## src/rtl/axi_lite_rr_arbiter_pkg.sv

```systemverilog
// Shared types and constants for the N:1 AXI-lite arbiter.
// Holds the response codes, the channel FSM states and the arbitration mode selectors.
package axi_lite_rr_arbiter_pkg;

   typedef enum logic [1:0] {
      RespOkay   = 2'b00,
      RespSlverr = 2'b10
   } axi_resp_t;

   typedef enum logic [1:0] {
      StRdIdle,
      StRdAddr,
      StRdData
   } rd_state_t;

   typedef enum logic [1:0] {
      StWrIdle,
      StWrReq,
      StWrResp
   } wr_state_t;

   localparam int unsigned ArbFixed = 0;
   localparam int unsigned ArbRr    = 1;

   // Increment an index and wrap it to 0 at n.
   function automatic int unsigned wrap_inc(input int unsigned idx, input int unsigned n);
      return (idx + 1 >= n) ? 0 : idx + 1;
   endfunction

endpackage

```

## src/rtl/axi_lite_rr_arbiter_rr_pick.sv

```systemverilog
// Combinational requester pick: round-robin from ptr upward with wrap, or lowest index first.
module axi_lite_rr_arbiter_rr_pick
   import axi_lite_rr_arbiter_pkg::*;
#(
   parameter int unsigned N    = 4,
   parameter int unsigned MODE = ArbRr,
   localparam int unsigned IdxW = (N > 1) ? $clog2(N) : 1
) (
   input  logic [N-1:0]    req,
   input  logic [IdxW-1:0] ptr,
   output logic [IdxW-1:0] gnt_idx,
   output logic            gnt_valid
);

   int unsigned base;
   int unsigned idx;

   always_comb begin
      gnt_idx   = '0;
      gnt_valid = |req;
      base      = (MODE == ArbRr) ? 32'(ptr) : 0;
      idx       = 0;
      // Walk downward so the nearest requester at or after base is the last one written.
      for (int i = int'(N) - 1; i >= 0; i--) begin
         idx = base + 32'(i);
         if (idx >= N) idx = idx - N;
         if (req[idx[IdxW-1:0]]) gnt_idx = idx[IdxW-1:0];
      end
   end

endmodule

```

## src/rtl/axi_lite_rr_arbiter.sv

```systemverilog
// N:1 AXI-lite arbiter; read and write channels own independent FSMs, grants and pointers.
module axi_lite_rr_arbiter
   import axi_lite_rr_arbiter_pkg::*;
#(
   parameter int unsigned NUM_MASTERS = 4,
   parameter int unsigned ARB_MODE    = 1,
   localparam int unsigned IDX_W = (NUM_MASTERS > 1) ? $clog2(NUM_MASTERS) : 1
) (
   input  logic                              clk,
   input  logic                              rst,
   input  logic [NUM_MASTERS-1:0][31:0]      s_araddr,
   input  logic [NUM_MASTERS-1:0]            s_arvalid,
   output logic [NUM_MASTERS-1:0]            s_arready,
   output logic [NUM_MASTERS-1:0][31:0]      s_rdata,
   output logic [NUM_MASTERS-1:0][1:0]       s_rresp,
   output logic [NUM_MASTERS-1:0]            s_rvalid,
   input  logic [NUM_MASTERS-1:0]            s_rready,
   input  logic [NUM_MASTERS-1:0][31:0]      s_awaddr,
   input  logic [NUM_MASTERS-1:0]            s_awvalid,
   output logic [NUM_MASTERS-1:0]            s_awready,
   input  logic [NUM_MASTERS-1:0][31:0]      s_wdata,
   input  logic [NUM_MASTERS-1:0][3:0]       s_wstrb,
   input  logic [NUM_MASTERS-1:0]            s_wvalid,
   output logic [NUM_MASTERS-1:0]            s_wready,
   output logic [NUM_MASTERS-1:0][1:0]       s_bresp,
   output logic [NUM_MASTERS-1:0]            s_bvalid,
   input  logic [NUM_MASTERS-1:0]            s_bready,
   output logic [31:0]                       m_araddr,
   output logic                              m_arvalid,
   input  logic                              m_arready,
   input  logic [31:0]                       m_rdata,
   input  logic [1:0]                        m_rresp,
   input  logic                              m_rvalid,
   output logic                              m_rready,
   output logic [31:0]                       m_awaddr,
   output logic                              m_awvalid,
   input  logic                              m_awready,
   output logic [31:0]                       m_wdata,
   output logic [3:0]                        m_wstrb,
   output logic                              m_wvalid,
   input  logic                              m_wready,
   input  logic [1:0]                        m_bresp,
   input  logic                              m_bvalid,
   output logic                              m_bready,
   output logic                              rd_busy,
   output logic [IDX_W-1:0]                  rd_gnt_id,
   output logic                              wr_busy,
   output logic [IDX_W-1:0]                  wr_gnt_id
);

   rd_state_t        rd_state_q, rd_state_d;
   wr_state_t        wr_state_q, wr_state_d;
   logic [IDX_W-1:0] rd_gnt_q, rd_gnt_d, rd_ptr_q, rd_ptr_d;
   logic [IDX_W-1:0] wr_gnt_q, wr_gnt_d, wr_ptr_q, wr_ptr_d;
   logic             aw_done_q, aw_done_d, w_done_q, w_done_d;
   logic [IDX_W-1:0] rd_pick, wr_pick;
   logic             rd_pick_valid, wr_pick_valid;
   logic             ar_hs, r_hs, aw_hs, w_hs, b_hs;

   axi_lite_rr_arbiter_rr_pick #(.N(NUM_MASTERS), .MODE(ARB_MODE)) u_rd_pick (
      .req       (s_arvalid),
      .ptr       (rd_ptr_q),
      .gnt_idx   (rd_pick),
      .gnt_valid (rd_pick_valid)
   );

   axi_lite_rr_arbiter_rr_pick #(.N(NUM_MASTERS), .MODE(ARB_MODE)) u_wr_pick (
      .req       (s_awvalid),
      .ptr       (wr_ptr_q),
      .gnt_idx   (wr_pick),
      .gnt_valid (wr_pick_valid)
   );

   always_ff @(posedge clk or posedge rst) begin
      if (rst) begin
         rd_state_q <= StRdIdle;
         rd_gnt_q   <= '0;
         rd_ptr_q   <= '0;
         wr_state_q <= StWrIdle;
         wr_gnt_q   <= '0;
         wr_ptr_q   <= '0;
         aw_done_q  <= 1'b0;
         w_done_q   <= 1'b0;
      end else begin
         rd_state_q <= rd_state_d;
         rd_gnt_q   <= rd_gnt_d;
         rd_ptr_q   <= rd_ptr_d;
         wr_state_q <= wr_state_d;
         wr_gnt_q   <= wr_gnt_d;
         wr_ptr_q   <= wr_ptr_d;
         aw_done_q  <= aw_done_d;
         w_done_q   <= w_done_d;
      end
   end

   // Read channel: routing is keyed only on the registered grant, never on live requests.
   always_comb begin
      rd_state_d = rd_state_q;
      rd_gnt_d   = rd_gnt_q;
      rd_ptr_d   = rd_ptr_q;
      m_araddr   = '0;
      m_arvalid  = 1'b0;
      m_rready   = 1'b0;
      s_arready  = '0;
      s_rdata    = '0;
      s_rresp    = {NUM_MASTERS{RespOkay}};
      s_rvalid   = '0;
      ar_hs      = 1'b0;
      r_hs       = 1'b0;
      case (rd_state_q)
         StRdIdle: begin
            if (rd_pick_valid) begin
               rd_gnt_d   = rd_pick;
               rd_state_d = StRdAddr;
            end
         end
         StRdAddr: begin
            m_araddr            = s_araddr[rd_gnt_q];
            m_arvalid           = s_arvalid[rd_gnt_q];
            s_arready[rd_gnt_q] = m_arready;
            ar_hs               = s_arvalid[rd_gnt_q] & m_arready;
            if (ar_hs) rd_state_d = StRdData;
         end
         StRdData: begin
            s_rdata[rd_gnt_q]  = m_rdata;
            s_rresp[rd_gnt_q]  = m_rresp;
            s_rvalid[rd_gnt_q] = m_rvalid;
            m_rready           = s_rready[rd_gnt_q];
            r_hs               = m_rvalid & s_rready[rd_gnt_q];
            if (r_hs) begin
               rd_state_d = StRdIdle;
               if (ARB_MODE == ArbRr) rd_ptr_d = IDX_W'(wrap_inc(32'(rd_gnt_q), NUM_MASTERS));
            end
         end
         default: rd_state_d = StRdIdle;
      endcase
   end

   // Write channel: AW and W complete independently; each is masked once its handshake is done.
   always_comb begin
      wr_state_d = wr_state_q;
      wr_gnt_d   = wr_gnt_q;
      wr_ptr_d   = wr_ptr_q;
      aw_done_d  = aw_done_q;
      w_done_d   = w_done_q;
      m_awaddr   = '0;
      m_awvalid  = 1'b0;
      m_wdata    = '0;
      m_wstrb    = '0;
      m_wvalid   = 1'b0;
      m_bready   = 1'b0;
      s_awready  = '0;
      s_wready   = '0;
      s_bresp    = {NUM_MASTERS{RespOkay}};
      s_bvalid   = '0;
      aw_hs      = 1'b0;
      w_hs       = 1'b0;
      b_hs       = 1'b0;
      case (wr_state_q)
         StWrIdle: begin
            if (wr_pick_valid) begin
               wr_gnt_d   = wr_pick;
               wr_state_d = StWrReq;
            end
         end
         StWrReq: begin
            m_awaddr            = s_awaddr[wr_gnt_q];
            m_awvalid           = s_awvalid[wr_gnt_q] & ~aw_done_q;
            s_awready[wr_gnt_q] = m_awready & ~aw_done_q;
            m_wdata             = s_wdata[wr_gnt_q];
            m_wstrb             = s_wstrb[wr_gnt_q];
            m_wvalid            = s_wvalid[wr_gnt_q] & ~w_done_q;
            s_wready[wr_gnt_q]  = m_wready & ~w_done_q;
            aw_hs               = s_awvalid[wr_gnt_q] & ~aw_done_q & m_awready;
            w_hs                = s_wvalid[wr_gnt_q] & ~w_done_q & m_wready;
            if (aw_hs) aw_done_d = 1'b1;
            if (w_hs) w_done_d = 1'b1;
            if ((aw_done_q | aw_hs) && (w_done_q | w_hs)) wr_state_d = StWrResp;
         end
         StWrResp: begin
            s_bresp[wr_gnt_q]  = m_bresp;
            s_bvalid[wr_gnt_q] = m_bvalid;
            m_bready           = s_bready[wr_gnt_q];
            b_hs               = m_bvalid & s_bready[wr_gnt_q];
            if (b_hs) begin
               wr_state_d = StWrIdle;
               aw_done_d  = 1'b0;
               w_done_d   = 1'b0;
               if (ARB_MODE == ArbRr) wr_ptr_d = IDX_W'(wrap_inc(32'(wr_gnt_q), NUM_MASTERS));
            end
         end
         default: wr_state_d = StWrIdle;
      endcase
   end

   assign rd_busy   = (rd_state_q != StRdIdle);
   assign rd_gnt_id = rd_gnt_q;
   assign wr_busy   = (wr_state_q != StWrIdle);
   assign wr_gnt_id = wr_gnt_q;

endmodule

```

## config.mk

```make
export PLATFORM = sky130hd
export DESIGN_NAME = axi_lite_rr_arbiter
export DESIGN_NICKNAME = d
export VERILOG_FILES = /design/src/rtl/axi_lite_rr_arbiter_pkg.sv /design/src/rtl/axi_lite_rr_arbiter_rr_pick.sv /design/src/rtl/axi_lite_rr_arbiter.sv
export SDC_FILE = /design/constraint.sdc
export NUM_CORES = 1
export LEC_CHECK = 0
export BUFFER_PORTS_ARGS = -buffer_cell sky130_fd_sc_hd__clkbuf_2
export CAP_MARGIN = 20
export CORE_AREA = 2 2 283 285
export DETAILED_ROUTE_END_ITERATION = 16
export DIE_AREA = 0 0 285 287
export SETUP_SLACK_MARGIN = 0.02
export SLEW_MARGIN = 20
export SYNTH_ARGS = -nofsm -noshare
export SYNTH_HDL_FRONTEND = slang
export SYNTH_SLANG_ARGS = --single-unit
export TNS_END_PERCENT = 1
```

## constraint.sdc

```tcl
create_clock -name clk -period 2.23 [get_ports clk]
set_clock_uncertainty 0.1 [all_clocks]
set_input_delay 0.446 -clock clk [delete_from_list [all_inputs] [get_ports clk]]
set_output_delay 0.446 -clock clk [all_outputs]
set_load 0.01 [all_outputs]
```

==> summary.md <==
| Metric | Value |
|---|---|
| Sort of element at the end of the critical path | primary output |
| Footprint of the multi-input gates | 4748 sq um |
| Number of global-route vias before repair | 7873 |
| Clock tree from TritonCTS | built |
| Clock latency at the later pin of the worst-skew pair | 0.26 ns |
| Aggregate global-route resource usage | 10.72% |
| Number of fillers in the final layout | 8961 |
| Number of remaining DRC errors | 0 |
| Number of buffers added by the clock tree synthesis step | 3 |
| Data arrival, critical path | 2.00 ns |
| Synthesized instance count | 532 |
| Floorplan row count | 103 |
| Width of the die | 285 um |
| CP bufs+invs | 4 |
| Nature of the critical path startpoint | flop |
| Terminus of the critical flop-to-flop path | wr_ptr_q[1]$_DFFE_PP0P_ |
| Synth unique cells | 32 |
| Critical-path cell list | buf_12 -> buf_12 -> buf_12 -> mux4_2 -> and2_4 -> buf_6 |
| Failing checks | setup timing |
| Sequential fraction of design power | 5.5% |
| Global-route wire length before repair | 61360 um |
| Proportion of register bits with asynchronous set or reset after synthesis | 100.0% |
| Final setup viols | 126 |
| Estimated wirelength of the detail-placed design | 42280 um |
| Number of top-level design ports | 738 |
| CTS Buffer Depth | 2 |
| Tcrit/Tclk final | 114.2% |
| Max_slew headroom | 45.87% |
| DRC marker count from the first detailed-route iteration | 376 |
| Via count normalized by instance count | 3.447 |
| Vias post-DR | 8015 |
| CTS clock-pin slew for the worst setup and hold paths | 0.06 ns |
| Min cycle time layout | 2.548 ns |
| Fraction of final layout cells sized beyond drive strength 1 | 77.58% |
| Post-Route WL | 47680 um |
| Setup repair after global routing missed its margin | yes |
| Pin count of the biggest net entering global routing | 123 |
| Initial Util | 6.596% |
| Total die area | 81800 sq um |
| Number of detailed-routing iterations run before antenna repair | 5 |
| Area of the mapped netlist | 5185 sq um |
| Sequential area share after synthesis | 6.757% |
| Standby leakage power | 0.005980 uW |
| Logic pwr share | 90.4% |
| R2R Path Start | wr_gnt_id[0]$_DFFE_PP0P_ |
| Max-slew violation total from the final report | 0 |
| # nets final | 1734 |
| Clock tree sinks | 14 |
| Max-Cap Viols | 0 |
| Primary FF master, synth | sky130_fd_sc_hd__dfrtp_1 |
| Worst Slack Setup Final | -0.3175 ns |
| Post-Route Setup TNS | -18.06 ns |
| Number of hold buffers added after cts | 0 |
| Total grt overflow | 0 |
| Class of the tightest hold or removal check | input pin to asynchronous set/reset pin |
| Height of the die | 287 um |
| Flop and latch count out of synthesis | 14 |
| Crit Path Class | flop to primary output |
| CTS Root Buffer Type | sky130_fd_sc_hd__clkbuf_16 |
| Total design power | 10130 uW |
| Post-route antenna net violation count | 0 |
| Number of failing hold endpoints at the final stage | 0 |
| Crit-path leading delay family | buffers and inverters |
| Routed WL per cell | 20.51 um |
| Internal power component | 5340 uW |
| Maximum clock rate | 392.5 MHz |
| Yosys warnings | 0 |
| Port Buf Inserts | 737 |
| Post-synthesis net count | 1003 |
| Syn_area_per_cell | 9.746 sq um |
| Critical path's slowest cell | sky130_fd_sc_hd__dfrtp_4 |
| Switching power | 4790 uW |
| H-tree depth | 1 |
| Required time of the critical path | 1.68 ns |
| Run status | finished with violations |
| Antenna violations before repair | 24 |
| Routability congestion estimate | 1.016 |
| Worst slew pin tran | 0.8111 ns |
| Power per unit of standard cell area | 903.5 nW/um^2 |
| Largest fanout on the critical path | 7 |
| Register Area | 360.3 sq um |
| Largest voltage drop on the vdd net | 0.0005247 V |
| Area growth from synthesis to layout | 116.2% |
| Worst path max stage delay | 0.53 ns |
| Core Footprint | 78610 sq um |
| Minimum setup slack among reg-to-reg paths | 0.08 ns |
| Most common cell type on the critical path | sky130_fd_sc_hd__buf_12 |
| Switching fraction of total power | 47.28% |
| Clock power frac | 4.0% |
| Path depth of the worst reg2reg path | 6 |
| Number of enable flip-flop cells after synthesis | 0 |
## timing repair
item / 4_1_cts / 5_1_grt
gates resized for setup: 63 / 96
pin swaps: 13 / 9
setup buffers: 3 / 1
cloned: 0 / 2
setup endpoints to repair: 218 / 233
## per-layer routing
metal	vias to the layer above	share of wire [%]	global-route usage [%]
met2	551	50	19.43
met4	10	3.5	2.356
li1	3532	-	-
met5	-	0.14	0
met3	67	11	4.468
met1	3855	35	11.59
## through the flow
step	setup slack (ns)	hold slack [ns]	instance area, sq um	utilization (%)	std cells
6_report	-0.3175	0.2144	11210	14.26	2325
3_3_place_gp	-0.1820	0.4241	10560	13.43	2302
2_1_floorplan	-0.04169	0.2352	5185	-	532
3_5_place_dp	-0.1778	0.4328	10560	13.43	2302
5_1_grt	-0.3522	0.2573	11200	14.25	2320
4_1_cts	-0.3052	0.2279	10900	13.86	2309
## cell usage after synthesis (all sizes together) (2+ instances only)
cell type,instances,area share (%)
clkbuf,49,3.5
mux2,3,0.65
mux4,105,46
o21a,2,0.29
nand2,11,0.80
nor2,7,0.51
and3,157,19
o21ai,3,0.29
nand2b,2,0.24
nand3,2,0.19
and2,113,14
o31ai,2,0.29
ha,8,1.9
a21oi,7,0.68
nor2b,4,0.48
o22ai,3,0.36
inv,10,0.72
nor3b,4,0.58
dfrtp,14,6.8
o41ai,2,0.34
buf,16,1.7
## placed cells by master (no fill, tap or decap), drive strengths merged, types with 4 or more instances in the layout
cell type and count:
nand2 11, nor3b 4, clkbuf 706, and3 157, a21oi 7, dfrtp 14, diode 13, mux4 105
nor2b 4, and2 113, ha 8, nor2 7, buf 89, inv 10
## state kept, by name, summed over array words and instances (netlist names)
signal	count
wr_gnt_id	2
w_done_q	1
rd_ptr_q	2
wr_ptr_q	2
aw_done_q	1
rd_gnt_id	2
wr_state_q	2
rd_state_q	2
## layout make-up
cell class	count	share of cell area [%]
Antenna cell	13	0.2901
Clock buffer	4	0.7923
Inverter	10	0.3571
Multi-Input combinational cell	443	42.35
Sequential cell	14	3.214
Tap cell	1050	11.72
Timing Repair Buffer	791	41.28
## cell families after synthesis
| kind of cell | share of synthesized area (%) |
|---|---|
| simple gates | 35.59 |
| mux | 46.45 |
| compound gates | 3.258 |
| fa+ha+maj | 1.931 |
| buf+inv | 6.009 |
| flops | 6.757 |
## power groups by stage
stage / combinational [uW] / sequential [uW] / clock, uW
final: 9160 / 561 / 408
after global placement: 8370 / 524 / 0
after global routing: 9860 / 580 / 441
after detailed placement: 8390 / 530 / 0
after floorplan: 4440 / 489 / 0
after CTS: 8860 / 538 / 428
## worst max-delay path by stage
stage,startpoint,endpoint,cells after the start
after floorplan,rd_gnt_id[0]$_DFFE_PP0P_,m_araddr[10],4
after global placement,wr_gnt_id[0]$_DFFE_PP0P_,m_wvalid,5
after detailed placement,wr_gnt_id[0]$_DFFE_PP0P_,m_wvalid,5
after CTS,wr_gnt_id[0]$_DFFE_PP0P_,m_wvalid,5
after global routing,wr_gnt_id[0]$_DFFE_PP0P_,m_wdata[24],6
final,wr_gnt_id[0]$_DFFE_PP0P_,m_wdata[11],6
(Power assumes the default switching activity.)
